--- src/rtl/risc_pkg.sv ---
// Shared definitions for the small RISC core: opcodes, sequencer states,
// datapath widths and the bundle of control strobes issued each cycle.
package risc_pkg;

  localparam int INSTR_W  = 16;
  localparam int ADDR_W   = 13;
  localparam int OPCODE_W = 3;
  localparam int STATE_W  = 4;

  typedef enum logic [OPCODE_W-1:0] {
    HLT = 3'b000,
    SKZ = 3'b001,
    ADD = 3'b010,
    AND = 3'b011,
    XOR = 3'b100,
    LDA = 3'b101,
    STO = 3'b110,
    JMP = 3'b111
  } opcode_t;

  typedef enum logic [STATE_W-1:0] {
    S0   = 4'd0,
    S1   = 4'd1,
    S2   = 4'd2,
    S3   = 4'd3,
    S4   = 4'd4,
    S5   = 4'd5,
    S6   = 4'd6,
    S7   = 4'd7,
    HALT = 4'd8
  } state_t;

  typedef struct packed {
    logic inc_pc;
    logic load_pc;
    logic load_ir;
    logic load_acc;
    logic rd;
    logic wr;
    logic datactl_ena;
    logic halt;
  } ctrl_t;

  // Opcodes that read an operand from memory and write the accumulator.
  function automatic logic is_alu(input opcode_t op);
    return op inside {ADD, AND, XOR, LDA};
  endfunction

endpackage

--- src/rtl/ctrl_decode.sv ---
// Combinational row table of the instruction sequencer: given the current
// state, opcode and zero flag, produce the next state and the control row.
module ctrl_decode
  import risc_pkg::*;
(
  input  state_t     state,
  input  logic [2:0] opcode,
  input  logic       zero,
  output state_t     next_state,
  output ctrl_t      row
);

  opcode_t op;
  assign op = opcode_t'(opcode);

  always_comb begin
    // NOTE: every output gets a default before the case, so no path can
    // leave a signal unassigned and infer a latch.
    row        = '0;
    next_state = S0;
    case (state)
      S0: begin
        row.rd      = 1'b1;
        row.load_ir = 1'b1;
        next_state  = S1;
      end
      S1: begin
        row.rd      = 1'b1;
        row.load_ir = 1'b1;
        row.inc_pc  = 1'b1;
        next_state  = S2;
      end
      S2: next_state = S3;
      S3: begin
        row.inc_pc = 1'b1;
        if (op == HLT) begin
          row.halt   = 1'b1;
          next_state = HALT;
        end else begin
          next_state = S4;
        end
      end
      S4: begin
        row.load_pc     = (op == JMP);
        row.rd          = is_alu(op);
        row.datactl_ena = (op == STO);
        next_state      = S5;
      end
      S5: begin
        row.rd          = is_alu(op);
        row.load_acc    = is_alu(op);
        row.load_pc     = (op == JMP);
        row.inc_pc      = (op == JMP) || ((op == SKZ) && zero);
        row.wr          = (op == STO);
        row.datactl_ena = (op == STO);
        next_state      = S6;
      end
      S6: begin
        row.rd          = is_alu(op);
        row.datactl_ena = (op == STO);
        next_state      = S7;
      end
      // Second PC advance of a taken skip; row 6 keeps it apart from row 5.
      S7: begin
        row.inc_pc = (op == SKZ) && zero;
        next_state = S0;
      end
      HALT: begin
        row.halt   = 1'b1;
        next_state = HALT;
      end
      default: next_state = S0;
    endcase
  end

endmodule

--- src/rtl/machine_ctrl.sv ---
// Instruction sequencer: registers the state and the control row chosen by
// ctrl_decode, so every strobe comes straight from a flop.
module machine_ctrl
  import risc_pkg::*;
(
  input  logic       clk,
  input  logic       reset,
  input  logic       ena,
  input  logic [2:0] opcode,
  input  logic       zero,
  output logic       inc_pc,
  output logic       load_pc,
  output logic       load_ir,
  output logic       load_acc,
  output logic       rd,
  output logic       wr,
  output logic       datactl_ena,
  output logic       halt,
  output logic [3:0] state
);

  state_t state_q;
  state_t next_state;
  ctrl_t  ctrl_q;
  ctrl_t  row;

  ctrl_decode u_decode (
    .state      (state_q),
    .opcode     (opcode),
    .zero       (zero),
    .next_state (next_state),
    .row        (row)
  );

  always_ff @(posedge clk) begin
    // NOTE: non-blocking assignments so every flop samples pre-edge values.
    if (reset) begin
      state_q <= S0;
      ctrl_q  <= '0;
    end else if (state_q == HALT || ena) begin
      // HALT is sticky and ignores ena; only reset leaves it.
      state_q <= next_state;
      ctrl_q  <= row;
    end else begin
      state_q <= S0;
      ctrl_q  <= '0;
    end
  end

  assign inc_pc      = ctrl_q.inc_pc;
  assign load_pc     = ctrl_q.load_pc;
  assign load_ir     = ctrl_q.load_ir;
  assign load_acc    = ctrl_q.load_acc;
  assign rd          = ctrl_q.rd;
  assign wr          = ctrl_q.wr;
  assign datactl_ena = ctrl_q.datactl_ena;
  assign halt        = ctrl_q.halt;
  assign state       = state_q;

endmodule
--- config.mk ---
export PLATFORM = sky130hd
export DESIGN_NAME = machine_ctrl
export DESIGN_NICKNAME = d
export VERILOG_FILES = /design/src/rtl/risc_pkg.sv /design/src/rtl/ctrl_decode.sv /design/src/rtl/machine_ctrl.sv
export SDC_FILE = /design/constraint.sdc
export NUM_CORES = 1
export LEC_CHECK = 0
export ABC_CLOCK_PERIOD_IN_PS = 2400
export CAP_MARGIN = 30
export CORE_MARGIN = 3
export CORE_UTILIZATION = 29
export CTS_CLUSTER_DIAMETER = 120
export DETAILED_ROUTE_END_ITERATION = 6
export PLACE_DENSITY = 0.54
export SLEW_MARGIN = 15
export SYNTH_ARGS = -nofsm -noshare
export SYNTH_HDL_FRONTEND = slang
export SYNTH_HIERARCHICAL = 1
export SYNTH_SLANG_ARGS = --single-unit
--- constraint.sdc ---
create_clock -name clk -period 2.4 [get_ports clk]
set_clock_uncertainty 0.15 [all_clocks]
set_input_delay 0.36 -clock clk [delete_from_list [all_inputs] [get_ports clk]]
set_output_delay 0.36 -clock clk [all_outputs]
set_load 0.02 [all_outputs]
* After elaboration in Yosys (flattened, before gate mapping)
Index checks and enable logic that the tools add are counted.
** Storage, ports and cells
- Latch bits :: 0
- Logic and storage cells :: 49
- Bits in writable memories :: 0
- Bits in registers :: 12
- Memories :: 0
- Bits of input ports :: 7
- Bits in read-only memories :: 0
- Output and inout port bits :: 12
** Operators by class
- Eq/ne operators :: 15
- Multipliers :: 0
- Bitwise operators :: 4
- Mux-type cells :: 7
- Divide/modulo/power cells :: 0
- Reduce and logical (&&, ||, !) cells :: 14
- Add/subtract/negate cells :: 0
- Order comparisons :: 0
- Shifts and indexed selects :: 0
** Operators with widths (number)
- $pmux W4 S8 :: 1
- $eq A4 B3 Y1 const B :: 4
- $eq A3 B3 Y1 const B :: 4
- $reduce_or A3 Y1 :: 4
- $eq A4 B2 Y1 const B :: 2
- $reduce_or A2 Y1 :: 4
- $eq A3 B2 Y1 const B :: 2
- $eq A4 B1 Y1 const B :: 1
- $eq A4 B4 Y1 const B :: 1
- $logic_not A4 Y1 :: 1
- $mux W4 :: 1
- $not A1 Y1 :: 4
- $pmux W1 S2 :: 2
- $reduce_bool A4 Y1 :: 1
- $eq A3 B1 Y1 const B :: 1
- $logic_not A3 Y1 :: 1
- $pmux W1 S3 :: 1
- $logic_or A1 B1 Y1 :: 2
- $mux W1 :: 2
- $logic_and A1 B1 Y1 :: 1

* Logic depth before layout (Yosys ltp)
Gate-level depths: netlist (run 1).
- Word-level depth :: 4
- Gate-level depth with buffers :: 6
- Depth with buffers taken out :: 5

* By module
Netlist (run 1), hierarchy kept.
** Modules (own cells, without submodules)
- machine_ctrl :: area an instance 449.2 um2, instances 1, cells an instance 41, sequential area each 240.2 um2
- ctrl_decode :: area an instance 183.9 um2, instances 1, cells an instance 32, sequential area each 0.0 um2

* Worst setup path before layout (run 1)
No wires, ideal clock.
- Path type :: reg-to-reg
- Start :: register state_q[1] (netlist: state[1])
- End :: register ctrl_q (netlist bit halt)
- Setup slack :: 870 ps
- Path buffers :: 0
- Data arrival time :: 1314 ps
- Setup time :: 66 ps
- Stages on the path, launching flop included :: 6
- Required time :: 2184 ps
- Period minus slack after synthesis :: 1530 ps
- Path through :: dfxtp_1 -> nand2_2 -> or3b_1 -> a21oi_1 -> nand2b_1 -> a21oi_2
** RTL lines
- from (decl) :: RTL line machine_ctrl.sv:22 : state_t state_q;
- from (signal assigned) :: RTL line machine_ctrl.sv:42 : state_q <= next_state;
- to (signal assigned) :: RTL line machine_ctrl.sv:43 : ctrl_q <= row;
- to (decl) :: RTL line machine_ctrl.sv:24 : ctrl_t ctrl_q;

* Final worst setup path (run 1)
- Start :: register state_q[3] (netlist: state[3])
- End :: output port state[3]
** RTL lines
- to (decl) :: RTL line machine_ctrl.sv:19 : output logic [3:0] state
No word-level cell between the ends.

==> flow_summary.ini, run 1 <==
[clock_tree]
cts_setup_buffers = 0
h-tree-depth = 1
tritoncts = done
numCtsBuffers = 3
root_buffer = clkbuf_4
holdBufCountCts = 0
clk_path_buf_depth = 2
path_clk_slew_ns = 0.08
insertion_delay_ns = 0.27
cts_resized = 0
cts_sinks = 12

[setup_path]
rrSetupSlack_ns = 0.79
critPathBufInv = 1
worst_path_max_delay_cell = clkdlybuf4s50_1
cp-end-kind = output pin
crit_chain = clkdlybuf4s50_1
crit_family = buffers and inverters
slowest_delay_ns = 0.68
critPathMaxFanout = 12
r2r_end = state[2]$_SDFF_PP0_
critPathArrivalTime_ns = 1.51
criticalPathCategory = flop to output pin
cp-start-kind = flop
cp.required_ns = 1.89
rr_worst_depth = 2
regToRegStartpoint = state[3]$_SDFF_PP0_

[die]
die_area_um2 = 2780
die_y_um = 52.7
fp-row-count = 16
core_area_um2 = 2020
die_w_um = 52.7
ios = 19
initial_core_util = 0.313

[detailed_routing]
drc = 0
ant_nets = 0
drtPass1Iterations = 4
routed_wl_mm = 1.31
vias = 572
highest_layer = met4
initialDrtViolationCount = 3
vias_per_cell = 4.85
wl_met1_um = 598
wl_per_cell_um = 11.1
route.met2.wl_um = 634
met3RoutedLength_um = 72

[layout]
layout-drive-gt1-share = 0.198
fin_util = 0.425
syn_to_final_growth_pct = 35.8
fill_cells = 207
n_antenna_cell = 0
final_nets = 99
finalInstanceArea_um2 = 860

[global_routing]
antenna_found_initial = 0
overflow = 0
globalRouteTotalUtil = 0.114
grt_pass1_wl_mm = 2.28
grt_max_degree = 13
grt_pass1_vias = 509

[synthesis]
synth_top_area_frac = 0.379
synth.ff_latch_count = 12
yosysTopAreaCell = dfxtp_1
ys_async_sr_fraction = 0
synthTopCellsByCount = 12 x dfxtp_1, 12 x nand2b_1, 10 x a21oi_2, 6 x nor2_1
synth-edff-count = 0
ys_warn_count = 6
ys.flop_type = dfxtp_1
synth.avg_cell_area_um2 = 8.67
synth_nets = 80
yosysSeqAreaShare = 0.379
synth.area.top_cells = dfxtp_1 38%, a21oi_2 14%, nand2b_1 12%
ys_types = 24
syn_inst = 73
synth_area_um2 = 633

[place]
io_buffer_count = 18
place_area_um2 = 823
dpl.hpwl_um = 907
gp_congestion = 0.756

[timing]
fmax_mhz = 496
rsz0062_at_grt = false
holdWs_ns = 0.559
tightestPinTransition_ns = 0.527
setup_viol = 0
fin_setup_tns_ns = 0
hold_viol = 0
finalCritPeriodShare = 0.841
maxSlewViolCount = 0
min_period_ns = 2.02
max-slew-margin-rel = 0.648

[power_and_ir_drop]
leakage_nw = 0.276
power_uw = 421
power_density_nw_per_um2 = 490
max-vdd-ir-drop_mv = 0.214

[run_status]
status = complete, no violations

[min_path]
hold_class = flop to flop
hp-start = state[0]$_SDFF_PP0_
holdPathEnd = inc_pc$_SDFF_PP0_
min_path_cells = 4

[run]
maxCapViolations = 0
==> worst max-delay path by stage <==
stage | start | depth (start not counted) | slack [ns] | end
2_1_floorplan | state[1]$_SDFF_PP0_ | 5 | 0.87 | halt$_SDFF_PP0_
3_3_place_gp | opcode[2] | 6 | 0.37 | halt$_SDFF_PP0_
3_5_place_dp | opcode[2] | 6 | 0.37 | halt$_SDFF_PP0_
4_1_cts | state[3]$_SDFF_PP0_ | 1 | 0.35 | state[3]
5_1_grt | state[3]$_SDFF_PP0_ | 1 | 0.28 | state[3]
6_report | state[3]$_SDFF_PP0_ | 1 | 0.38 | state[3]
==> state kept, by name, indices dropped and copies added (netlist names) <==
register     flops
state            4
datactl_ena      1
halt             1
inc_pc           1
load_acc         1
load_ir          1
load_pc          1
rd               1
wr               1
==> routing by layer <==
metal,vias to the layer above,track usage
met5,-,0
met3,2,0.0370
met1,266,0.146
met2,17,0.165
li1,287,-
met4,0,0.0638
==> logic make-up (layout without fill, tap and decap cells) <==
| family | count (synthesis) | in the layout | synth area share |
|---|---|---|---|
| buf+inv | 7 | 25 | 0.0613 |
| flops | 12 | 12 | 0.379 |
| simple gates | 35 | 35 | 0.326 |
| xor+xnor | 2 | 2 | 0.0277 |
| compound gates | 17 | 17 | 0.206 |
==> placed cells by master (no fill, tap or decap) <==
| cell | Yosys | final |
|---|---|---|
| nor3_2 | 1 | 1 |
| inv_1 | 2 | 2 |
| buf_4 | 1 | 1 |
| clkdlybuf4s50_1 | 0 | 18 |
| a21oi_2 | 10 | 10 |
| or3_1 | 1 | 1 |
| nor4b_1 | 1 | 1 |
| or3b_1 | 1 | 1 |
| nand3_1 | 2 | 2 |
| nand2_1 | 5 | 5 |
| xnor2_1 | 2 | 2 |
| nand4b_1 | 1 | 1 |
| nor3b_1 | 1 | 1 |
| clkbuf_8 | 0 | 1 |
| a221oi_1 | 1 | 1 |
| clkbuf_4 | 0 | 3 |
| nor2_1 | 6 | 6 |
| nand2_2 | 1 | 1 |
| a311oi_1 | 1 | 1 |
| nor3_1 | 2 | 2 |
| or4b_4 | 1 | 1 |
| a21oi_1 | 5 | 5 |
| nand2b_1 | 12 | 12 |
| dfxtp_1 | 12 | 12 |
==> power breakdown <==
part           switching [mW]  leakage (nW)  total (mW)  internal (mW)
combinational          0.0257         0.157      0.0530         0.0273
sequential            0.00485        0.0975       0.208          0.203
clock                  0.0683        0.0210       0.160         0.0922
total                  0.0988         0.276       0.421          0.323
==> layout make-up <==
cell class	count	area, um^2	area share
Sequential cell	12	240	0.279
Clock buffer	4	36.3	0.0422
Timing Repair Buffer	19	188	0.218
Tap cell	27	33.8	0.0393
Multi-Input combinational cell	54	354	0.412
Inverter	2	7.51	0.00873
==> per-stage QoR <==
step           setup WS, ns  cells
2_1_floorplan         0.870     73
3_3_place_gp          0.365    114
3_5_place_dp          0.374    114
4_1_cts               0.350    118
5_1_grt               0.276    118
6_report              0.382    118
(Power assumes the default switching activity.)
==> inputs of run 2 (changes only) <==
- ABC_CLOCK_PERIOD_IN_PS: 2400 -> 1960
- clock period: 2.4 -> 1.96 ns (I/O delays scaled with it)
==> flow_summary.ini, run 2 (synthesis gave the netlist of run 1 again) <==
[run_status]
status = complete, no violations

[detailed_routing]
drtPass1Iterations = 4
initialDrtViolationCount = 9
vias_per_cell = 4.64
wl_per_cell_um = 11.2
routed_wl_mm = 1.36
drc = 0
vias = 561
ant_nets = 0

[layout]
n_antenna_cell = 0
final_cell_mix = 18 x clkdlybuf4s50_1, 12 x nand2b_1, 10 x a21oi_2, 10 x dfxtp_1, 6 x nor2_1
final_nets = 103
layout_commonest_cell = clkdlybuf4s50_1
layout-drive-gt1-share = 0.245
fin_util = 0.434
fill_cells = 210
syn_to_final_growth_pct = 38.7
largest_reg_flops = 4

[timing]
maxSlewViolCount = 0
setup_viol = 0
fmax_mhz = 561
finalCritPeriodShare = 0.909
tightestPinTransition_ns = 0.518
rsz0062_at_grt = false
max-slew-margin-rel = 0.655
min_period_ns = 1.78
fin_setup_tns_ns = 0
hold_viol = 0

[global_routing]
antenna_found_initial = 0
grt_pass1_wl_mm = 2.20
globalRouteTotalUtil = 0.109
grt_max_degree = 13
grt_pass1_vias = 486
overflow = 0

[place]
io_buffer_count = 18
gp_congestion = 0.793
dpl.hpwl_um = 977

[die]
die_w_um = 52.7
ios = 19
initial_core_util = 0.313
die_y_um = 52.7
die_area_um2 = 2780
core_area_um2 = 2020
fp-row-count = 16

[clock_tree]
numCtsBuffers = 3
h-tree-depth = 1
tritoncts = done
cts_sinks = 12
insertion_delay_ns = 0.26
holdBufCountCts = 0
path_clk_slew_ns = 0.07
clk_path_buf_depth = 2
root_buffer = clkbuf_4

[power_and_ir_drop]
max-vdd-ir-drop_mv = 0.258
power_density_nw_per_um2 = 539
leakage_nw = 0.289

[setup_path]
slowest_delay_ns = 0.64
critPathBufInv = 1
cp.required_ns = 1.52
crit_family = buffers and inverters
crit_chain = clkdlybuf4s50_1
cp-start-kind = flop
criticalPathCategory = flop to output pin
critPathArrivalTime_ns = 1.34
cp-end-kind = output pin
critPathMaxFanout = 9
worst_path_max_delay_cell = clkdlybuf4s50_1

[run]
maxCapViolations = 0

[min_path]
hold_class = flop to flop
run 2: cell types whose count changed in the layout (fill, tap and decap cells not counted), sizes merged:
cell / delta
buf: +4
clkbuf: -1
run 2: power by group:
| part | internal [mW] | switching (mW) |
|---|---|---|
| clock network | 0.0710 | 0.0766 |
| logic | 0.0374 | 0.0329 |
| registers | 0.249 | 0.00606 |
run 2: layer usage:
| layer | vias to the layer above | global-route usage | part of all wire |
|---|---|---|---|
| li1 | 291 | - | - |
| met1 | 255 | 0.137 | 0.49 |
| met2 | 15 | 0.167 | 0.46 |
| met3 | 0 | 0.0513 | 0.051 |
| met4 | 0 | 0.0255 | 0 |
| met5 | - | 0 | 0 |
run 2: cell type report:
type                       count  area [um^2]  share of cell area
multi-input combinational     54          354               0.403
sequential                    12          243               0.276
timing repair buffer          23          218               0.248
tap                           27         33.8              0.0385
clock buffer                   3         22.5              0.0256
inverter                       2         7.51             0.00855
run 2: through the flow:
step	hold slack, ns	std cells	setup slack [ns]	area, um^2	power [mW]
after floorplan	0.302	73	0.430	633	0.295
after global placement	0.424	118	0.0592	853	0.331
after detailed placement	0.423	118	0.0732	853	0.331
after CTS	0.452	121	0.0264	876	0.483
after global routing	0.473	121	0.129	878	0.496
final	0.425	121	0.179	878	0.473
run 2: worst min-delay path, stage by stage, from the launching register on:
cell	delay, ns
dfxtp_1	0.39
nor2_1	0.06
nand2b_1	0.06
a21oi_1	0.04
run 2: path summary, 6_finish.rpt:
kind / start / endpoint / slack [ns] / cells after the start
max: state[1]$_SDFF_PP0_ / state[1] / 0.18 / 1
min: state[3]$_SDFF_PP0_ / state[0]$_SDFF_PP0_ / 0.42 / 3
max reg2reg: state[3]$_SDFF_PP0_ / halt$_SDFF_PP0_ / 0.46 / 5
min reg2reg: state[3]$_SDFF_PP0_ / state[0]$_SDFF_PP0_ / 0.42 / 3
run 2: repair_timing:
action / in CTS / in global routing
resized for setup: 0 / 2
endpoints found under the setup margin: 0 / 2
buffers inserted: 0 / 0
==> inputs of run 3 (changes only) <==
- RECOVER_POWER: not set -> 25
==> flow_summary.ini, run 3 (synthesis gave the netlist of run 1 again) <==
[setup_path]
criticalPathCategory = flop to output pin
critPathMaxFanout = 9
regToRegStartpoint = state[2]$_SDFF_PP0_
cp.required_ns = 1.52
cp-start-kind = flop
crit_family = buffers and inverters
critPathArrivalTime_ns = 1.33
worst_path_max_delay_cell = clkdlybuf4s50_1
cp-end-kind = output pin
crit_chain = clkdlybuf4s50_1
rr_worst_depth = 3
rrSetupSlack_ns = 0.19
critPathBufInv = 1
r2r_end = load_ir$_SDFF_PP0_
slowest_delay_ns = 0.64
startpoint = state[1]$_SDFF_PP0_

[die]
die_area_um2 = 2780
fp-row-count = 16
die_y_um = 52.7
ios = 19
core_area_um2 = 2020
initial_core_util = 0.313
die_w_um = 52.7

[layout]
n_antenna_cell = 0
layout-drive-gt1-share = 0.223
finalInstanceArea_um2 = 868
fill_cells = 211
final_nets = 103
syn_to_final_growth_pct = 37.2
largest_reg_flops = 4
final_cell_mix = 18 x clkdlybuf4s50_1, 12 x nand2b_1, 10 x dfxtp_1
layout_commonest_cell = clkdlybuf4s50_1

[clock_tree]
clk_path_buf_depth = 2
tritoncts = done
insertion_delay_ns = 0.26
cts_sinks = 12
root_buffer = clkbuf_4
numCtsBuffers = 3
holdBufCountCts = 0
cts_setup_buffers = 0
cts_resized = 0
h-tree-depth = 1
path_clk_slew_ns = 0.07

[detailed_routing]
drtPass1Iterations = 4
routed_wl_mm = 1.36
wl_per_cell_um = 11.2
vias = 561
ant_nets = 0
drc = 0
initialDrtViolationCount = 6
vias_per_cell = 4.64

[power_and_ir_drop]
max-vdd-ir-drop_mv = 0.259
switching_share = 0.243
intPower_uw = 357
combPwrFrac = 0.148
power_frac_seq = 0.541
clkPwrFrac = 0.311
leakage_nw = 0.286
p_sw_uw = 114
power_uw = 472
power_density_nw_per_um2 = 543

[global_routing]
globalRouteTotalUtil = 0.109
grt_max_degree = 13
antenna_found_initial = 0
grt.met3_usage = 0.0513
grt-busiest-layer = met2
grt_pass1_vias = 486
use_met2 = 0.167
overflow = 0
grt_pass1_wl_mm = 2.20
grt_use_met1 = 0.137

[place]
io_buffer_count = 18
gp_congestion = 0.793
place_area_um2 = 853
dpl.hpwl_um = 977

[run]
maxCapViolations = 0

[timing]
holdWs_ns = 0.420
setup_viol = 0
min_period_ns = 1.78
finalCritPeriodShare = 0.907
rsz0062_at_grt = false
fin_setup_tns_ns = 0
hold_viol = 0
maxSlewViolCount = 0
fmax_mhz = 563
max-slew-margin-rel = 0.594
tightestPinTransition_ns = 0.609

[min_path]
min_path_cells = 3
hold_class = flop to flop
hp-start = state[3]$_SDFF_PP0_
holdPathEnd = state[0]$_SDFF_PP0_

[run_status]
status = complete, no violations
==> run 3: cell count changes in the layout (fill, tap and decap cells not counted) <==
cell / delta
or4b_4: -1
clkbuf_2: +1
a21oi_2: -1
a21oi_1: +1
buf_4: -1
or4b_1: +1
==> run 3: final cells by class <==
type                            count  area [um^2]  area share
Clock buffer                        3         22.5      0.0259
Inverter                            2         7.51     0.00865
Multi-Input combinational cell     54          347       0.399
Sequential cell                    12          243       0.280
Tap cell                           27         33.8      0.0389
Timing Repair Buffer               23          215       0.248
==> run 3: how the worst max path moves through the flow <==
stage / slack [ns] / end / cells after the start
finish: 0.18 / state[1] / 1
detailed placement: 0.07 / halt$_SDFF_PP0_ / 6
global route: 0.11 / load_ir$_SDFF_PP0_ / 3
floorplan: 0.43 / halt$_SDFF_PP0_ / 5
global placement: 0.06 / halt$_SDFF_PP0_ / 6
CTS: 0.03 / state[0] / 1
==> run 3: per-layer routing <==
layer	share of wire	vias up
met2	0.47	15
met4	0	0
met5	0	-
met3	0.049	0
met1	0.48	254
li1	-	292
==> run 3: power by group through the flow <==
stage                     Sequential [mW]  Clock [mW]  Combinational, mW
after floorplan                     0.266           0             0.0296
final                               0.255       0.147             0.0698
after global placement              0.260           0             0.0702
after global routing                0.256       0.164             0.0755
after CTS                           0.255       0.157             0.0710
after detailed placement            0.261           0             0.0707
==> run 3: metrics by stage <==
stage	instances	utilization	setup WS [ns]
2_1_floorplan	73	-	0.430
3_3_place_gp	118	0.422	0.0592
3_5_place_dp	118	0.422	0.0732
4_1_cts	121	0.433	0.0264
5_1_grt	121	0.429	0.113
6_report	121	0.429	0.183
